File: src/rtl/gerenciador_de_posicionamento.sv
// Ship-placement manager for the 5x7 battleship board: validates each candidate ship
// against bounds and the committed map, and commits one ship per confirm press.
module gerenciador_de_posicionamento #(
  parameter int unsigned TAM0 = 3,
  parameter int unsigned TAM1 = 2,
  parameter int unsigned TAM2 = 2,
  parameter int unsigned TAM3 = 1
) (
  input  logic       clock,
  input  logic       reset,
  input  logic       enable,
  input  logic [2:0] coordColuna,
  input  logic [2:0] coordLinha,
  input  logic       orientacao,
  input  logic       confirmar,
  output logic [6:0] mapa0,
  output logic [6:0] mapa1,
  output logic [6:0] mapa2,
  output logic [6:0] mapa3,
  output logic [6:0] mapa4,
  output logic [6:0] preview0,
  output logic [6:0] preview1,
  output logic [6:0] preview2,
  output logic [6:0] preview3,
  output logic [6:0] preview4,
  output logic [1:0] navioAtual,
  output logic       valido,
  output logic       erro,
  output logic       concluido
);

  typedef enum logic [1:0] {
    StOcioso,
    StPosicionando,
    StConcluido
  } estado_e;

  estado_e          estado_q;
  logic [4:0][6:0]  mapa_q;
  logic [1:0]       navio_q;
  logic             erro_q;
  logic             concluido_q;
  logic             conf_ant_q;

  logic [3:0]       tam;
  logic [3:0]       col4;
  logic [3:0]       lin4;
  logic [3:0]       fim4;
  logic             dentro;
  logic [4:0][6:0]  fp;
  logic [4:0][6:0]  prev;
  logic             pulso;

  assign pulso = confirmar & ~conf_ant_q;

  // Bounds are evaluated at 4 bits so anchor + length cannot wrap around the 3-bit grid.
  always_comb begin
    unique case (navio_q)
      2'd0:    tam = 4'(TAM0);
      2'd1:    tam = 4'(TAM1);
      2'd2:    tam = 4'(TAM2);
      default: tam = 4'(TAM3);
    endcase
    col4   = {1'b0, coordColuna};
    lin4   = {1'b0, coordLinha};
    fim4   = (orientacao ? lin4 : col4) + tam - 4'd1;
    dentro = (col4 <= 4'd4) && (lin4 <= 4'd6) &&
             (orientacao ? (fim4 <= 4'd6) : (fim4 <= 4'd4));
    fp     = '0;
    for (int c = 0; c < 5; c++) begin
      for (int r = 0; r < 7; r++) begin
        if (!orientacao) begin
          fp[c][r] = (4'(r) == lin4) && (4'(c) >= col4) && (4'(c) <= fim4);
        end else begin
          fp[c][r] = (4'(c) == col4) && (4'(r) >= lin4) && (4'(r) <= fim4);
        end
      end
    end
  end

  always_comb begin
    valido = (estado_q == StPosicionando) && dentro && ((fp & mapa_q) == '0);
    prev   = (estado_q == StPosicionando) ? (mapa_q | fp) : mapa_q;
  end

  always_ff @(posedge clock) begin
    if (reset || !enable) begin
      estado_q    <= StOcioso;
      mapa_q      <= '0;
      navio_q     <= 2'd0;
      erro_q      <= 1'b0;
      concluido_q <= 1'b0;
      // Held high so a button pressed across reset needs a release before it counts.
      conf_ant_q  <= 1'b1;
    end else begin
      conf_ant_q <= confirmar;
      unique case (estado_q)
        StOcioso: estado_q <= StPosicionando;
        StPosicionando: begin
          if (pulso) begin
            if (valido) begin
              mapa_q <= mapa_q | fp;
              erro_q <= 1'b0;
              if (navio_q == 2'd3) begin
                concluido_q <= 1'b1;
                estado_q    <= StConcluido;
              end else begin
                navio_q <= navio_q + 2'd1;
              end
            end else begin
              erro_q <= 1'b1;
            end
          end
        end
        default: estado_q <= StConcluido;
      endcase
    end
  end

  assign mapa0      = mapa_q[0];
  assign mapa1      = mapa_q[1];
  assign mapa2      = mapa_q[2];
  assign mapa3      = mapa_q[3];
  assign mapa4      = mapa_q[4];
  assign preview0   = prev[0];
  assign preview1   = prev[1];
  assign preview2   = prev[2];
  assign preview3   = prev[3];
  assign preview4   = prev[4];
  assign navioAtual = navio_q;
  assign erro       = erro_q;
  assign concluido  = concluido_q;

endmodule

File: config.mk
export PLATFORM = sky130hd
export DESIGN_NAME = gerenciador_de_posicionamento
export DESIGN_NICKNAME = d
export VERILOG_FILES = /design/src/rtl/gerenciador_de_posicionamento.sv
export SDC_FILE = /design/constraint.sdc
export NUM_CORES = 1
export LEC_CHECK = 0
export CAP_MARGIN = 20
export CORE_MARGIN = 1.5
export CORE_UTILIZATION = 49
export DETAILED_ROUTE_END_ITERATION = 16
export PLACE_DENSITY = 0.91
export SLEW_MARGIN = 30
export SYNTH_ARGS = -nofsm -noshare
export SYNTH_HDL_FRONTEND = slang
export SYNTH_SLANG_ARGS = --single-unit
File: constraint.sdc
create_clock -name clock -period 10.3 [get_ports clock]
set_clock_uncertainty 0.1 [all_clocks]
set_input_delay 3.09 -clock clock [delete_from_list [all_inputs] [get_ports clock]]
set_output_delay 3.09 -clock clock [all_outputs]
set_load 0.02 [all_outputs]
# After elaboration in Yosys (flattened, before gate mapping)
# Cells that the tools add are included.
[totals]
regBits = 42
output_inout_bits = 75
wordCells = 259
[op_classes]
n_addsub = 3
magnitude_cmp = 23
eq_ne = 17
muxes = 44
n_bitwise = 5
reduce_logical = 157
[ops]
columns = ["operator", "n"]
rows = [
  ["1-bit logical AND", 144],
  ["1-bit two-way mux", 37],
  ["35-bit bitwise AND", 1],
  ["35-bit zero test", 1],
  ["35-bit two-way mux", 1],
  ["35-bit bitwise OR", 1],
  ["2-bit by 3-bit equality test with 1-bit output, first input constant", 4],
  ["3-bit equality test, first input constant", 4],
  ["1-bit by 3-bit greater-or-equal comparator with 1-bit output, first input constant", 4],
  ["2-bit by 3-bit greater-or-equal comparator with 1-bit output, first input constant", 4],
  ["3-bit greater-or-equal comparator, first input constant", 4],
  ["3-bit by 4-bit <= comparator with 1-bit output, first input constant", 3],
  ["1-bit by 4-bit <= comparator with 1-bit output, first input constant", 2],
  ["2-bit by 4-bit <= comparator with 1-bit output, first input constant", 2],
  ["4-bit by 3-bit <= comparator with 1-bit output, second input constant", 2],
  ["2-bit one-hot mux with 2 select lines", 2],
  ["4-bit AND reduction", 2],
  ["1-bit by 3-bit equality test with 1-bit output, first input constant", 2],
  ["3-bit <= comparator, second input constant", 2],
  ["3-bit zero test", 2],
  ["2-bit two-way mux", 3],
  ["3-bit AND reduction", 2],
  ["3-bit by 4-bit adder with 4-bit output", 1],
  ["2-bit by 1-bit equality test with 1-bit output, second input constant", 2],
  ["13 further kinds", 17],
]

# Logic depth before layout (Yosys ltp)
[depth]
word_depth = 14
depth_mapped = 18
depth_no_buf = 13

# Worst setup path after synthesis
# OpenSTA, ideal clock, no wires.
[synth_path]
kind = "input to output"
start = "input orientacao"
end = "output valido"
t_arrival_ns = 6.559
t_required_ns = 7.110
slack_ns = 0.551
cell_stages = 16
path_buffers = 4
cell_sequence = "buf_4 > buf_4 > buf_2 > mux2i_1 > ha_1 > inv_1 > ha_1 > fa_1 > clkbuf_1 > or3_1 > a32oi_2 > a2bb2oi_1 > o221ai_1 > nor4_1 > nand4_1 > nor2_1"
[synth_between]
elab_chain_cells = 9
elab_cells_between_ends = 123
[synth_rtl]
columns = ["item", "line_no", "source"]
rows = [
  ["start, declared", "14", "input logic orientacao,"],
  ["3-bit two-way mux", "66", "fim4 = (orientacao ? lin4 : col4) + tam - 4'd1;"],
  ["3-bit by 4-bit adder with 4-bit output", "66", ""],
  ["4-bit by 1-bit subtractor with 4-bit output", "66", ""],
  ["1-bit by 4-bit <= comparator with 1-bit output (tied with other cells)", "73, 75", ""],
  ["1-bit logical AND (on tied branches)", "73, 75", ""],
  ["1-bit two-way mux", "72", "if (!orientacao) begin"],
  ["35-bit bitwise AND", "82", "valido = (estado_q == StPosicionando) && dentro && ((fp & mapa_q) == '0);"],
  ["35-bit zero test", "82", ""],
  ["1-bit logical AND *", "82", ""],
  ["end, declared", "27", "output logic valido,"],
]
# Mark *: on every way between the ends. The rest lies on a longest branch, timed or not.

# Worst setup path in the final report
[layout_path]
start = "input orientacao"
end = "output preview3[2]"
[layout_between]
elab_chain_cells = 8
elab_cells_between_ends = 10
[layout_rtl]
columns = ["item", "line_no", "source"]
rows = [
  ["3-bit two-way mux", "66", ""],
  ["3-bit by 4-bit adder with 4-bit output", "66", ""],
  ["4-bit by 1-bit subtractor with 4-bit output", "66", ""],
  ["2-bit by 4-bit <= comparator with 1-bit output (on tied branches)", "73, 75", ""],
  ["1-bit logical AND (on tied branches)", "73, 75", ""],
  ["1-bit two-way mux *", "72", ""],
  ["35-bit bitwise OR *", "83", "prev = (estado_q == StPosicionando) ? (mapa_q | fp) : mapa_q;"],
  ["35-bit two-way mux *", "83", ""],
  ["end, declared", "24", "output logic [6:0] preview3,"],
]
# Marked as above.

==> summary.md <==
| Metric | Value |
|---|---|
| Status | complete, no violations |
| Count leader, synth | nand2_1 |
| Design area | 4479 µm² |
| # setup viols final | 0 |
| Startpoint types | input port |
| Drt first pass iters | 5 |
| Cell taking the most area after synthesis | dfxtp_1 |
| RSZ-0062 raised after global routing | yes |
| Tot Pwr | 0.3875 mW |
| Post-synth EDFFs | 0 |
| Worst path cell trace | clkdlybuf4s50_1 > mux2i_1 > ha_1 > inv_1 > ha_1 > fa_1 > buf_4 > and2b_1 > mux2_4 > a21oi_1 > a22o_1 > a21o_1 > clkdlybuf4s50_1 |
| Crit-path slowest cell | clkdlybuf4s50_1 |
| Final net count | 530 |
| Max-slew headroom at the worst pin | 44.07% |
| Max Cap Violations | 0 |
| Clock transition at the registers of the reported paths | 0.09 ns |
| Syn Area/Cell | 7.908 µm² |
| Critical Path AT | 6.99 ns |
| Tmin final | 10.18 ns |
| Lkg Pwr | 1.679 nW |
| Post-synth ARST share | 0% |
| CP endpoint kind | output port |
| Worst path max stage delay | 0.59 ns |
| Critical path buffer and inverter count | 4 |
| Critical path's top delay family | buffers and inverters |
| Initial antenna violation count | 0 |
| Share of cells above drive strength 1 | 16.31% |
| CTS Root Cell | clkbuf_8 |
| Max Freq | 98.22 MHz |
| Mapped cell area | 3234 µm² |
| Area Overhead vs Synth | 38.49% |
| Warnings, synthesis | 0 |
| Grt ovf | 0 |
| Die Height | 84.25 µm |
| GRT Util Overall | 35.83% |
| Fin crit share | 98.84% |
| DIE WIDTH | 84.25 µm |
| Port Buffer Count | 85 |
| Mapped Cells | 409 |
| Pin count of the biggest net entering global routing | 34 |
| CTS tree | yes |
| H-Tree Depth | 2 |
| Unique masters post-synth | 76 |
| CP max FO | 10 |
| N_diodes | 0 |
| #FFs+latches synth | 42 |
| Register area share after synthesis | 26.00% |
| Hold Fails Final Rpt | 0 |
| Vias in the first global route | 3664 |
| Die ar. | 7097 µm² |
| First-pass GRT wire length | 20050 µm |
| Setup WS post-layout | 0.1192 ns |
| Rows | 29 |
| Pwr dens | 86.51 nW/µm² |
| Remaining antenna violation count | 0 |
| Clock tree buffer depth | 2 |
| Drt via density | 6.454 |
| Commonest cells post-synth | 49 x nand2_1, 42 x dfxtp_1, 31 x nor2_1, 19 x a21oi_1, 18 x o21ai_0 |
| HPWL Detailed | 9572 µm |
| DR vias | 3821 |
| Detailed Route WL | 12990 µm |
| Max-slew violations | 0 |
| CTS buffer count | 5 |
| Hold Crit Class | reg2reg |
| Core ar. | 6350 µm² |
| Setup bufs post-CTS | 0 |
| Top_reg_cell synth | dfxtp_1 |
| WL/cell | 21.93 µm |
| Fin cells | 592 |
| Clk sink count | 42 |
| CTS Hold Bufs | 0 |
| Worst slack, placed | -0.2015 ns |
| Remaining DRCs | 0 |
| Post-DP Area | 4352 µm² |
| Initial core utilization | 50.94% |
| VDD IR max | 0.00006120 V |
| Synth area leaders | dfxtp_1 26%, nand2_1 5.7%, nor2_1 3.6% |
| Placed Cells | 584 |
| Setup CP Type | in2out |
| Gpl congestion | 1.010 |
| Measured slew at the worst slew-check pin | 0.8333 ns |
| Initial DRC count | 312 |
| Worst Path Required | 7.11 ns |
| # IOs | 86 |
| Synthesized net count | 425 |
| Top-area cell type share of the netlist area | 26.00% |
| Clock latency on the worst-skew pair | 0.31 ns |
through the flow:
stage / hold slack, ns / TNS, ns / util, %
after floorplan: 0.3287 / 0 / -
after global placement: 0.3377 / -0.1606 / 68.45
after detailed placement: 0.3602 / -0.2015 / 68.53
after CTS: 0.3721 / 0 / 70.09
after global routing: 0.3931 / -0.006753 / 70.54
final: 0.3701 / 0 / 70.54
logic make-up (layout without fill, tap and decap cells):
kind of cell	after synthesis	in the layout	synth area share, %
multiplexers	5	5	2.089
buffers and inverters	45	151	6.692
flip-flops	42	42	26.00
adder cells (fa/ha/maj)	5	5	2.166
XOR/XNOR	4	4	1.664
AO/OA/AOI/OAI	154	154	36.48
AND/OR/NAND/NOR	154	154	24.91
cells in the final DEF (no fill, tap or decap), drive strengths merged, types with 5 or more instances in the layout:
| cell type | n |
|---|---|
| clkdlybuf4s50 | 82 |
| nand2 | 50 |
| buf | 43 |
| dfxtp | 42 |
| nor2 | 31 |
| o31ai | 21 |
| a21oi | 19 |
| o21ai | 18 |
| inv | 16 |
| o21bai | 15 |
| a31oi | 15 |
| nand3 | 10 |
| a21o | 10 |
| nand2b | 9 |
| nor3 | 8 |
| a22oi | 7 |
| and3 | 6 |
| o41ai | 6 |
| a22o | 5 |
| clkbuf | 5 |
| nor2b | 5 |
worst paths after layout:
check | from | endpoint | slack (ns) | cells past startpoint
worst max register to register | navioAtual[0] | mapa2[0] | 5.48 | 15
worst max-delay path | orientacao | preview3[2] | 0.12 | 13
worst min register to register | estado_q[1] | estado_q[0] | 0.37 | 1
worst min-delay path | estado_q[1] | estado_q[0] | 0.37 | 1
where the power goes:
group / leakage, nW / internal, mW / switching, mW / total [mW]
combinational: 1.29 / 0.0423 / 0.0669 / 0.109
clock: 0.0483 / 0.0479 / 0.0676 / 0.115
sequential: 0.339 / 0.163 / 0.000174 / 0.163
total: 1.68 / 0.253 / 0.135 / 0.387
what timing repair did:
item	CTS	global route
resized for setup	3	6
setup endpoints to repair	1	2
cloned	0	0
endpoints found under the hold margin	0	0
routing by layer:
metal	up-vias	track usage (%)	wire length [µm]
li1	1754	-	-
met1	1796	45.48	5432
met2	225	59.42	6078
met3	46	6.391	976
met4	0	15.95	498
met5	-	0	0
layout make-up:
| class | count | area (µm²) |
|---|---|---|
| clock inverter | 3 | 18.77 |
| clock buffer | 5 | 68.82 |
| sequential | 42 | 840.8 |
| timing repair buffer | 128 | 1177 |
| fill | 508 | 1871 |
| inverter | 15 | 56.30 |
| multi-input combinational | 322 | 2221 |
| tap | 77 | 96.34 |
flip-flops by register name (all words and copies together), names as in the netlist:
| register | flops |
|---|---|
| estado_q | 2 |
| conf_ant_q | 1 |
| mapa0 | 7 |
| navioAtual | 2 |
| mapa3 | 7 |
| concluido | 1 |
| mapa4 | 7 |
| mapa2 | 7 |
| mapa1 | 7 |
| erro | 1 |
Note: power is estimated with default switching activity, not from simulation.
